--- src/rtl/conv_pkg.sv ---
// Shared constants and types for the row convolution engine and its
// post-processing stage.
package conv_pkg;

   localparam int N_IN  = 30;
   localparam int IN_W  = 18;
   localparam int OUT_W = 8;
   localparam int SHIFT = 2;
   localparam int N_OUT = N_IN / 2;
   localparam int IDX_W = 4;

   typedef logic signed [IN_W-1:0] elem_t;

   typedef enum logic [1:0] {
      S_IDLE,
      S_RUN,
      S_DONE
   } state_t;

endpackage

--- src/rtl/conv_postproc_if.sv ---
// Output stream of the post-processing stage: one pooled byte per
// valid/ready transfer, tagged with its index and a last flag.
interface conv_postproc_if;
   import conv_pkg::*;

   logic             valid;
   logic             ready;
   logic [OUT_W-1:0] data;
   logic [IDX_W-1:0] index;
   logic             last;

   modport master (
      output valid, data, index, last,
      input  ready
   );

   modport slave (
      input  valid, data, index, last,
      output ready
   );

endinterface

--- src/rtl/pool_quant.sv ---
// One pooled output element: ReLU on both inputs, max of the pair,
// right shift, then clamp to the unsigned output range.
module pool_quant
   import conv_pkg::*;
(
   input  elem_t            a,
   input  elem_t            b,
   output logic [OUT_W-1:0] q
);

   typedef logic [IN_W-2:0] mag_t;

   localparam mag_t SAT = mag_t'((1 << OUT_W) - 1);

   mag_t ra;
   mag_t rb;
   mag_t r;
   mag_t s;

   // relu, pair max, shift and saturate on the full-width value
   always_comb begin
      ra = a[IN_W-1] ? '0 : a[IN_W-2:0];
      rb = b[IN_W-1] ? '0 : b[IN_W-2:0];
      r  = (ra > rb) ? ra : rb;
      s  = r >> SHIFT;
      q  = (s > SAT) ? '1 : s[OUT_W-1:0];
   end

endmodule

--- src/rtl/conv_postproc.sv ---
// Captures a convolution row, streams 15 pooled/requantised bytes and
// reports the row peak and its first index.
module conv_postproc
   import conv_pkg::*;
(
   input  logic             clk,
   input  logic             rst,
   input  logic             in_valid,
   input  elem_t            in_data [N_IN],
   output logic             busy,
   conv_postproc_if.master  os,
   output logic             peak_valid,
   output logic [OUT_W-1:0] peak_value,
   output logic [IDX_W-1:0] peak_index,
   output logic             overrun
);

   state_t           state;
   state_t           state_nx;
   elem_t            bank [N_IN];
   logic [IDX_W-1:0] cnt;
   logic [IDX_W:0]   ia;
   logic [IDX_W:0]   ib;
   logic [OUT_W-1:0] q;
   logic             acc;
   logic             xfer;
   logic             last_el;

   assign ia      = {cnt, 1'b0};
   assign ib      = {cnt, 1'b1};
   assign acc     = in_valid && (state == S_IDLE);
   assign xfer    = os.valid && os.ready;
   assign last_el = (cnt == IDX_W'(N_OUT - 1));

   pool_quant u_pq (
      .a (bank[ia]),
      .b (bank[ib]),
      .q (q)
   );

   assign os.valid   = (state == S_RUN);
   assign os.data    = q;
   assign os.index   = cnt;
   assign os.last    = os.valid && last_el;
   assign busy       = (state != S_IDLE);
   assign peak_valid = (state == S_DONE);

   // state register
   always_ff @(posedge clk) begin
      if (rst) state <= S_IDLE;
      else     state <= state_nx;
   end

   // next state: accept, stream until last transfer, one-cycle report
   always_comb begin
      state_nx = state;
      unique case (state)
         S_IDLE:  if (in_valid) state_nx = S_RUN;
         S_RUN:   if (xfer && last_el) state_nx = S_DONE;
         S_DONE:  state_nx = S_IDLE;
         default: state_nx = S_IDLE;
      endcase
   end

   // capture bank, element counter, running peak and sticky overrun
   always_ff @(posedge clk) begin
      if (rst) begin
         bank       <= '{default: '0};
         cnt        <= '0;
         peak_value <= '0;
         peak_index <= '0;
         overrun    <= 1'b0;
      end else begin
         if (acc) begin
            bank       <= in_data;
            cnt        <= '0;
            peak_value <= '0;
            peak_index <= '0;
         end
         if (in_valid && state != S_IDLE) overrun <= 1'b1;
         if (xfer) begin
            if (!last_el) cnt <= cnt + 1'b1;
            if (q > peak_value) begin
               peak_value <= q;
               peak_index <= cnt;
            end
         end
      end
   end

endmodule

--- src/flat_wrapper.sv ---
// flat-port wrapper written by rule: the top's interface ports become plain ports
module conv_postproc_flat import conv_pkg::*;
  (clk, rst, in_valid, in_data, busy, peak_valid, peak_value, peak_index, overrun, os_valid, os_data, os_index, os_last, os_ready);
  conv_postproc_if os_i ();
  input  logic clk;
  input  logic rst;
  input  logic in_valid;
  input  elem_t in_data[N_IN];
  output logic busy;
  output logic peak_valid;
  output logic [OUT_W-1:0] peak_value;
  output logic [IDX_W-1:0] peak_index;
  output logic overrun;
  output wire logic [$bits(os_i.valid)-1:0] os_valid;
  output wire logic [$bits(os_i.data)-1:0] os_data;
  output wire logic [$bits(os_i.index)-1:0] os_index;
  output wire logic [$bits(os_i.last)-1:0] os_last;
  input wire logic [$bits(os_i.ready)-1:0] os_ready;
  assign os_valid = os_i.valid;
  assign os_data = os_i.data;
  assign os_index = os_i.index;
  assign os_last = os_i.last;
  assign os_i.ready = os_ready;
  conv_postproc u_core (.clk(clk), .rst(rst), .in_valid(in_valid), .in_data(in_data), .busy(busy), .os(os_i), .peak_valid(peak_valid), .peak_value(peak_value), .peak_index(peak_index), .overrun(overrun));
endmodule
--- config.mk ---
export PLATFORM = sky130hd
export DESIGN_NAME = conv_postproc_flat
export DESIGN_NICKNAME = d
export VERILOG_FILES = /design/src/rtl/conv_pkg.sv /design/src/rtl/conv_postproc_if.sv /design/src/rtl/pool_quant.sv /design/src/rtl/conv_postproc.sv /design/src/flat_wrapper.sv
export SDC_FILE = /design/constraint.sdc
export NUM_CORES = 1
export LEC_CHECK = 0
export CAP_MARGIN = 10
export CORE_MARGIN = 1.5
export CORE_UTILIZATION = 35
export CTS_CLUSTER_DIAMETER = 80
export DETAILED_ROUTE_END_ITERATION = 7
export GPL_TIMING_DRIVEN = 0
export HOLD_SLACK_MARGIN = 0.08
export SYNTH_ARGS = -nofsm -noshare
export SYNTH_HDL_FRONTEND = slang
export SYNTH_SLANG_ARGS = --single-unit
--- constraint.sdc ---
create_clock -name clk -period 8.8 [get_ports clk]
set_input_delay 1.76 -clock clk [delete_from_list [all_inputs] [get_ports clk]]
set_output_delay 1.76 -clock clk [all_outputs]
set_load 0.005 [all_outputs]
### Yosys cells after proc, flatten, opt, wreduce, memory -nomap -nowiden

Cells that the tools add are included.

* flip-flop bits (word level): 559
* latch bits: 0
* memory bits (writable): 0
* memory bits (read-only): 0
* bits of input ports: 544
* memories: 0

* $add $sub $neg: 1
* multipliers: 0
* div/mod/pow operators: 0
* order comparisons: 5
* equal/unequal tests: 5
* shifts and indexed selects: 0
* mux-type cells: 22
* bitwise gates (word level): 2
* reductions and logical operators: 8

Operator list (number)
* 18-bit binary-select mux with 5-bit select: 2
* 18-bit two-way mux: 4
* 17-bit two-way mux: 3
* 8-bit two-way mux: 4
* 4-bit two-way mux: 6
* 17-bit > comparator: 1
* 15-bit by 8-bit > comparator with 1-bit output (second input constant): 1
* 6-bit greater-or-equal comparator (second input constant): 2
* 5-bit NOT with 6-bit output: 2
* 8-bit > comparator: 1
* 1-bit logical AND: 5
* 4-bit by 1-bit adder with 4-bit output (second input constant): 1
* 4-bit == test (second input constant): 1
* 2-bit two-way mux: 2
* 2-bit != test (second input constant): 2
* 2-bit case mux with 2 select lines: 1
* 2-bit by 1-bit == test with 1-bit output (second input constant): 1
* 2-bit == test (second input constant): 1
* 2-bit logical NOT: 1
* 2-bit AND reduction: 1
* 2-bit nonzero test: 1

### Longest topological paths before layout

* depth in word-level cells: 12
* gate-level depth with buffers: 30

### Cells and area by module

A second synthesis with hierarchy kept.

* cells, all modules: 2927
* area, all modules: 24720.0 µm²

By module, submodules not included
* conv_postproc: times used 1, cells an instance 2764, area each 23647.7 µm², sequential area each 11190.7 µm²
* pool_quant: times used 1, cells an instance 163, area each 1072.3 µm², sequential area each 0.0 µm²

### Worst setup path before layout

Ideal clock, no wire load.

* path kind: register to register
* start point: register u_core.cnt[0], in the netlist u_core.os.index[0]
* end point: register u_core.peak_value[1]
* setup time: 0.091 ns
* data arrival time: 5.974 ns
* required time: 8.709 ns
* slack: 2.735 ns
* stages on the path, launching flop included: 31
* buffers on the path: 11
* clock period less this slack: 6.065 ns
* cell sequence: dfxtp_1 > buf_6 > buf_12 > buf_12 > buf_12 > buf_6 > buf_6 > buf_4 > buf_2 > mux4_2 > mux4_2 > nand2_1 > ha_1 > nand4_1 > nor2_1 > a21boi_0 > a21boi_2 > nor2_1 > a211o_1 > buf_2 > buf_6 > nand3_1 > ha_1 > nor2b_1 > o21a_1 > o21ai_0 > a21oi_1 > o31ai_1 > clkbuf_1 > a2111oi_0 > a311oi_1

* word-level cells in the longest chain between the ends: 12

Ends and longest elaborated chain
* start: declaration: line conv_postproc.sv:21 `logic [IDX_W-1:0] cnt;`
* start signal: assignment: line conv_postproc.sv:82 `if (!last_el) cnt <= cnt + 1'b1;`
* 5-bit NOT with 6-bit output (on tied branches): line conv_postproc.sv:36, conv_postproc.sv:37
* 18-bit binary-select mux with 5-bit select (on tied branches): line conv_postproc.sv:36, conv_postproc.sv:37
* 18-bit two-way mux (on tied branches) (2 in a row): line conv_postproc.sv:36, conv_postproc.sv:37
* 17-bit two-way mux (on tied branches): line pool_quant.sv:22, pool_quant.sv:23
* 17-bit > comparator: line pool_quant.sv:24 `r = (ra > rb) ? ra : rb;`
* 17-bit two-way mux *: line pool_quant.sv:24
* 15-bit by 8-bit > comparator with 1-bit output: line pool_quant.sv:26 `q = (s > SAT) ? '1 : s[OUT_W-1:0];`
* 8-bit two-way mux *: line pool_quant.sv:26
* net os_data[1]: line flat_wrapper.sv:15 `output wire logic [$bits(os_i.data)-1:0] os_data;`
* 8-bit > comparator: line conv_postproc.sv:83 `if (q > peak_value) begin`
* 8-bit two-way mux *: line conv_postproc.sv:83
* 8-bit two-way mux *: line conv_postproc.sv:81 `if (xfer) begin`
* end signal: assignment: line conv_postproc.sv:84 `peak_value <= q;`
* end: declaration: line conv_postproc.sv:13 `output logic [OUT_W-1:0] peak_value,`

Mark *: on every way through the listed nets, which the timed path passes. The rest lies on a longest branch. The select of a mux whose other input is x is not followed.
A chain may end at the register's enable or synchronous reset.

### Worst setup path in the final report

* start point: register u_core.cnt[1], in the netlist u_core.os.index[1]
* end point: output os_data[6]

* word-level cells in the longest chain between the ends: 9

Ends and longest elaborated chain (line)
* 5-bit NOT with 6-bit output (on tied branches): conv_postproc.sv:36, conv_postproc.sv:37
* 18-bit binary-select mux with 5-bit select (on tied branches): conv_postproc.sv:36, conv_postproc.sv:37
* 18-bit two-way mux (on tied branches) (2 in a row): conv_postproc.sv:36, conv_postproc.sv:37
* 17-bit two-way mux (on tied branches): pool_quant.sv:22, pool_quant.sv:23
* 17-bit > comparator: pool_quant.sv:24
* 17-bit two-way mux *: pool_quant.sv:24
* 15-bit by 8-bit > comparator with 1-bit output: pool_quant.sv:26
* 8-bit two-way mux *: pool_quant.sv:26
* end: declaration: flat_wrapper.sv:15

Mark *: on every way between the ends. The rest lies on a longest branch, timed or not. The select of a mux whose other input is x is not followed.

==> key figures <==
Global routing
  • Gr ovfl total: 0
  • GRT Overall Usage: 31.5%
  • Largest net degree at the start of global routing: 16
  • Vias in the first global route: roughly 24000
  • First-pass GRT wire length: 166000 um
  • Antenna violations before repair: 13

Place
  • HPWL after DPL: 94100 um
  • DP Worst Slack: ~0.14 ns
  • Routability cong.: ~0.97
  • Count of input and output buffers: 570
  • Placed inst area: 31700 sq um

Die
  • Core Box Area: about 70000 sq um
  • Die area: 72600 sq um
  • Io pins: 573
  • Initial core utilization: 35.4%
  • Core Rows: 97
  • Die width: between 200 and 300 um
  • Die Y: 269 um

Synthesis
  • Top cells by count, synth: 1104 x nand2_1, 574 x a21oi_1, 559 x dfxtp_1
  • Ys async rst share: 0%
  • Top cell type's share of synthesized area: 45.1%
  • Synth warnings: 0
  • Main synth FF type: dfxtp_1
  • Gate count of the mapped netlist: 2965
  • Yosys top cell by area: dfxtp_1
  • Top cells by area, synth: dfxtp_1 45%, nand2_1 17%, a21oi_1 12%
  • Post-synthesis instance area: 24800 sq um
  • Most frequent cell after synthesis: nand2_1
  • Post-synth EDFFs: 0
  • Register area share after synthesis: 45.1%
  • Post-synth net total: 3536
  • Synth unique cells: 67
  • Synthesized area per cell: 8.38 sq um
  • Flops & latches, synth: around 560

Drt
  • First-pass DRT Iterations: 6
  • Top sig layer: met5
  • Routed vias/inst: ~5.4
  • DR WL/cell: 25.7 um
  • Final ANT Viol Nets: 0
  • Routed wire length: 118000 um
  • DR WL met2: 56000 um
  • Met3 routed WL: roughly 9000 um
  • WL met1: 47800 um
  • DRC errors left: 0
  • Via count: 24700
  • Initial DRC count: between 2000 and 2500

Timing
  • Period utilization: 98.0%
  • Fmax: roughly 120 MHz
  • Hold WS: around 0.45 ns
  • Final hold vios: 0
  • Final min period: 8.62 ns
  • Max-slew violation count: 0
  • RSZ-0062 raised after global routing: no
  • Slew @ Worst Pin: 1.03 ns
  • Layout Skew: about 0.033 ns
  • Worst slew margin: 31.4%
  • Final-report setup violation count: 0
  • Setup ws final: 0.178 ns

Clock network
  • Clk sinks: 559
  • Deepest clock path buffer count: 3
  • CTS root buf: clkbuf_16
  • Postcts setup bufs: 0
  • Reg clk slew, reported paths: 0.06 ns
  • CTS Buf Count: 59
  • Clk_lat worst skew: approximately 0.64 ns
  • CTS tree: done
  • Hold_buf cts: 0
  • H-tree Lvls: 2
  • Post-cts sizing count: 4

Critical path
  • Worst path cell trace: buf_2 > buf_6 > buf_4 > buf_4 > mux4_2 > mux4_2 > o21ai_1 > inv_1 > ha_1 > nand4_1 > nor3_1 > a21boi_0 > a21boi_4 > nor2_1 > a211o_1 > buf_2 > buf_6 > nand3_1 > clkdlybuf4s50_1
  • Crit path buffers/inverters: 8
  • CP delay by family, top: buffers and inverters
  • WP data arrival: a little under 7 ns
  • Critical path required time: 7.04 ns
  • Setup CP Type: reg -> out
  • Startpoint types: register
  • Critical path's largest stage delay: 0.61 ns
  • Slowest library cell on the worst path: clkdlybuf4s50_1
  • Crit path max fanout: 10
  • Worst Setup End Kind: output port

Finish
  • Fillers: ~7000
  • Final Cell Area: 33900 sq um
  • Area grow syn2layout: 36.3%
  • Layout cells sized above 1: 7.36%
  • Fin nets: roughly 4200

Job
  • # Max-Cap Violations: 0

Outcome
  • Outcome: finished, final reports clean

Pwr
  • Pleak: between 10 and 15 nW
  • Worst VDD drop: around 0.19 mV
  • Pwr dens: around 200 nW/um^2

Hold path
  • Worst Hold Class: reg -> reg
[final timing paths]
check / endpoint / from / depth (start not counted) / slack [ns]
worst max-delay path: os_data[6] / u_core.os.index[1]$_SDFF_PP0_ / 19 / 0.18
worst min-delay path: u_core.bank[304]$_SDFFE_PP0P_ / u_core.bank[304]$_SDFFE_PP0P_ / 2 / 0.45
worst max register to register: u_core.peak_value[5]$_SDFF_PP0_ / u_core.os.index[1]$_SDFF_PP0_ / 27 / 0.73
worst min register to register: u_core.bank[304]$_SDFFE_PP0P_ / u_core.bank[304]$_SDFFE_PP0P_ / 2 / 0.45
[report_power, final]
part | internal (W) | leakage, nW | switching (W)
clock | 0.00160 | 1.04 | 0.00108
combinational | 0.000550 | 6.53 | 0.000716
sequential | 0.00269 | 4.59 | 0.0000874
total | 0.00483 | 12.2 | 0.00189
[worst register-to-register path, cell delays in order, from the launching register on]
cell       delay, ns
dfxtp_1         0.40
buf_2           0.30
buf_6           0.27
buf_2           0.55
clkbuf_2        0.48
mux4_2          0.48
mux4_2          0.48
o21ai_0         0.15
inv_1           0.08
ha_1            0.19
a21oi_1         0.11
o21ai_0         0.14
a221oi_1        0.66
a31oi_2         0.24
nor2_1          0.40
a211o_1         0.22
buf_2           0.23
buf_6           0.17
nand3_1         0.12
ha_1            0.31
nor2b_1         0.13
o21a_1          0.16
o21ai_0         0.20
a21oi_1         0.15
o31ai_1         0.52
clkbuf_1        0.40
a2111oi_0       0.14
a311oi_1        0.30
[layout make-up]
| type | count | area, sq um | area share, % |
|---|---|---|---|
| Timing Repair Buffer | 571 | 5720 | 16.9 |
| Inverter | 29 | 109 | 0.322 |
| Clock buffer | 88 | 1810 | 5.34 |
| Clock inverter | 21 | 294 | 0.869 |
| Buffer | 244 | 1140 | 3.37 |
| Tap cell | 940 | 1180 | 3.47 |
| Multi-Input combinational cell | 2131 | 12400 | 36.6 |
| Sequential cell | 559 | 11200 | 33.1 |
| Antenna cell | 2 | 5.00 | 0.0148 |
[metal layers]
layer | vias to the layer above | global-route usage (%)
met3 | 220 | 5.89
li1 | 11400 | -
met1 | 12000 | 39.9
met2 | 1068 | 52.4
met5 | - | 0
met4 | 10 | 13.3
[registers in the layout (all words and copies together) (netlist names)]
register           cells
u_core.bank          540
u_core.peak_value      8
u_core.os.index        4
u_core.peak_index      4
u_core.state           2
u_core.overrun         1
[cells by family (layout without fill, tap and decap cells)]
| logic type | after synthesis | in the layout | synth area share [%] |
|---|---|---|---|
| fa+ha+maj | 27 | 27 | 1.36 |
| flops | 559 | 559 | 45.1 |
| other cells | 0 | 2 | 0 |
| simple gates | 1212 | 1212 | 19.2 |
| mux | 180 | 180 | 13.3 |
| buf+inv | 275 | 953 | 5.04 |
| compound gates | 712 | 712 | 16.0 |
[cells in the final DEF, fill, tap and decap left out, types with 5 or more instances in the layout]
cell / instances
clkbuf_16: 61
nor4_1: 8
ha_1: 27
clkbuf_8: 18
buf_2: 16
a311oi_1: 10
buf_4: 5
inv_1: 28
o21ai_1: 12
nor3_1: 17
o21ai_0: 18
nand2_1: 1104
bufinv_16: 6
o211ai_1: 6
o2bb2ai_1: 20
clkinv_2: 10
a21o_1: 6
nor2_1: 12
a221oi_1: 10
buf_6: 12
a21oi_1: 574
and2_1: 7
mux4_1: 13
a21boi_0: 10
a2111oi_0: 7
dfxtp_1: 559
mux2i_1: 64
nand3_1: 23
clkbuf_1: 203
nand4_1: 9
nor2b_1: 12
o221ai_1: 9
mux4_2: 103
buf_1: 7
clkdlybuf4s50_1: 570
[metrics by stage]
stage / total power (W) / utilization, % / TNS, ns / std cells
2_1_floorplan: 0.00339 / - / 0 / 2965
3_3_place_gp: 0.00406 / 45.2 / -5.60 / 4475
3_5_place_dp: 0.00407 / 45.2 / 0 / 4476
4_1_cts: 0.00671 / 48.3 / 0 / 4584
5_1_grt: 0.00694 / 48.2 / 0 / 4583
6_report: 0.00672 / 48.3 / 0 / 4585
Note: power is estimated with default switching activity, not from simulation.
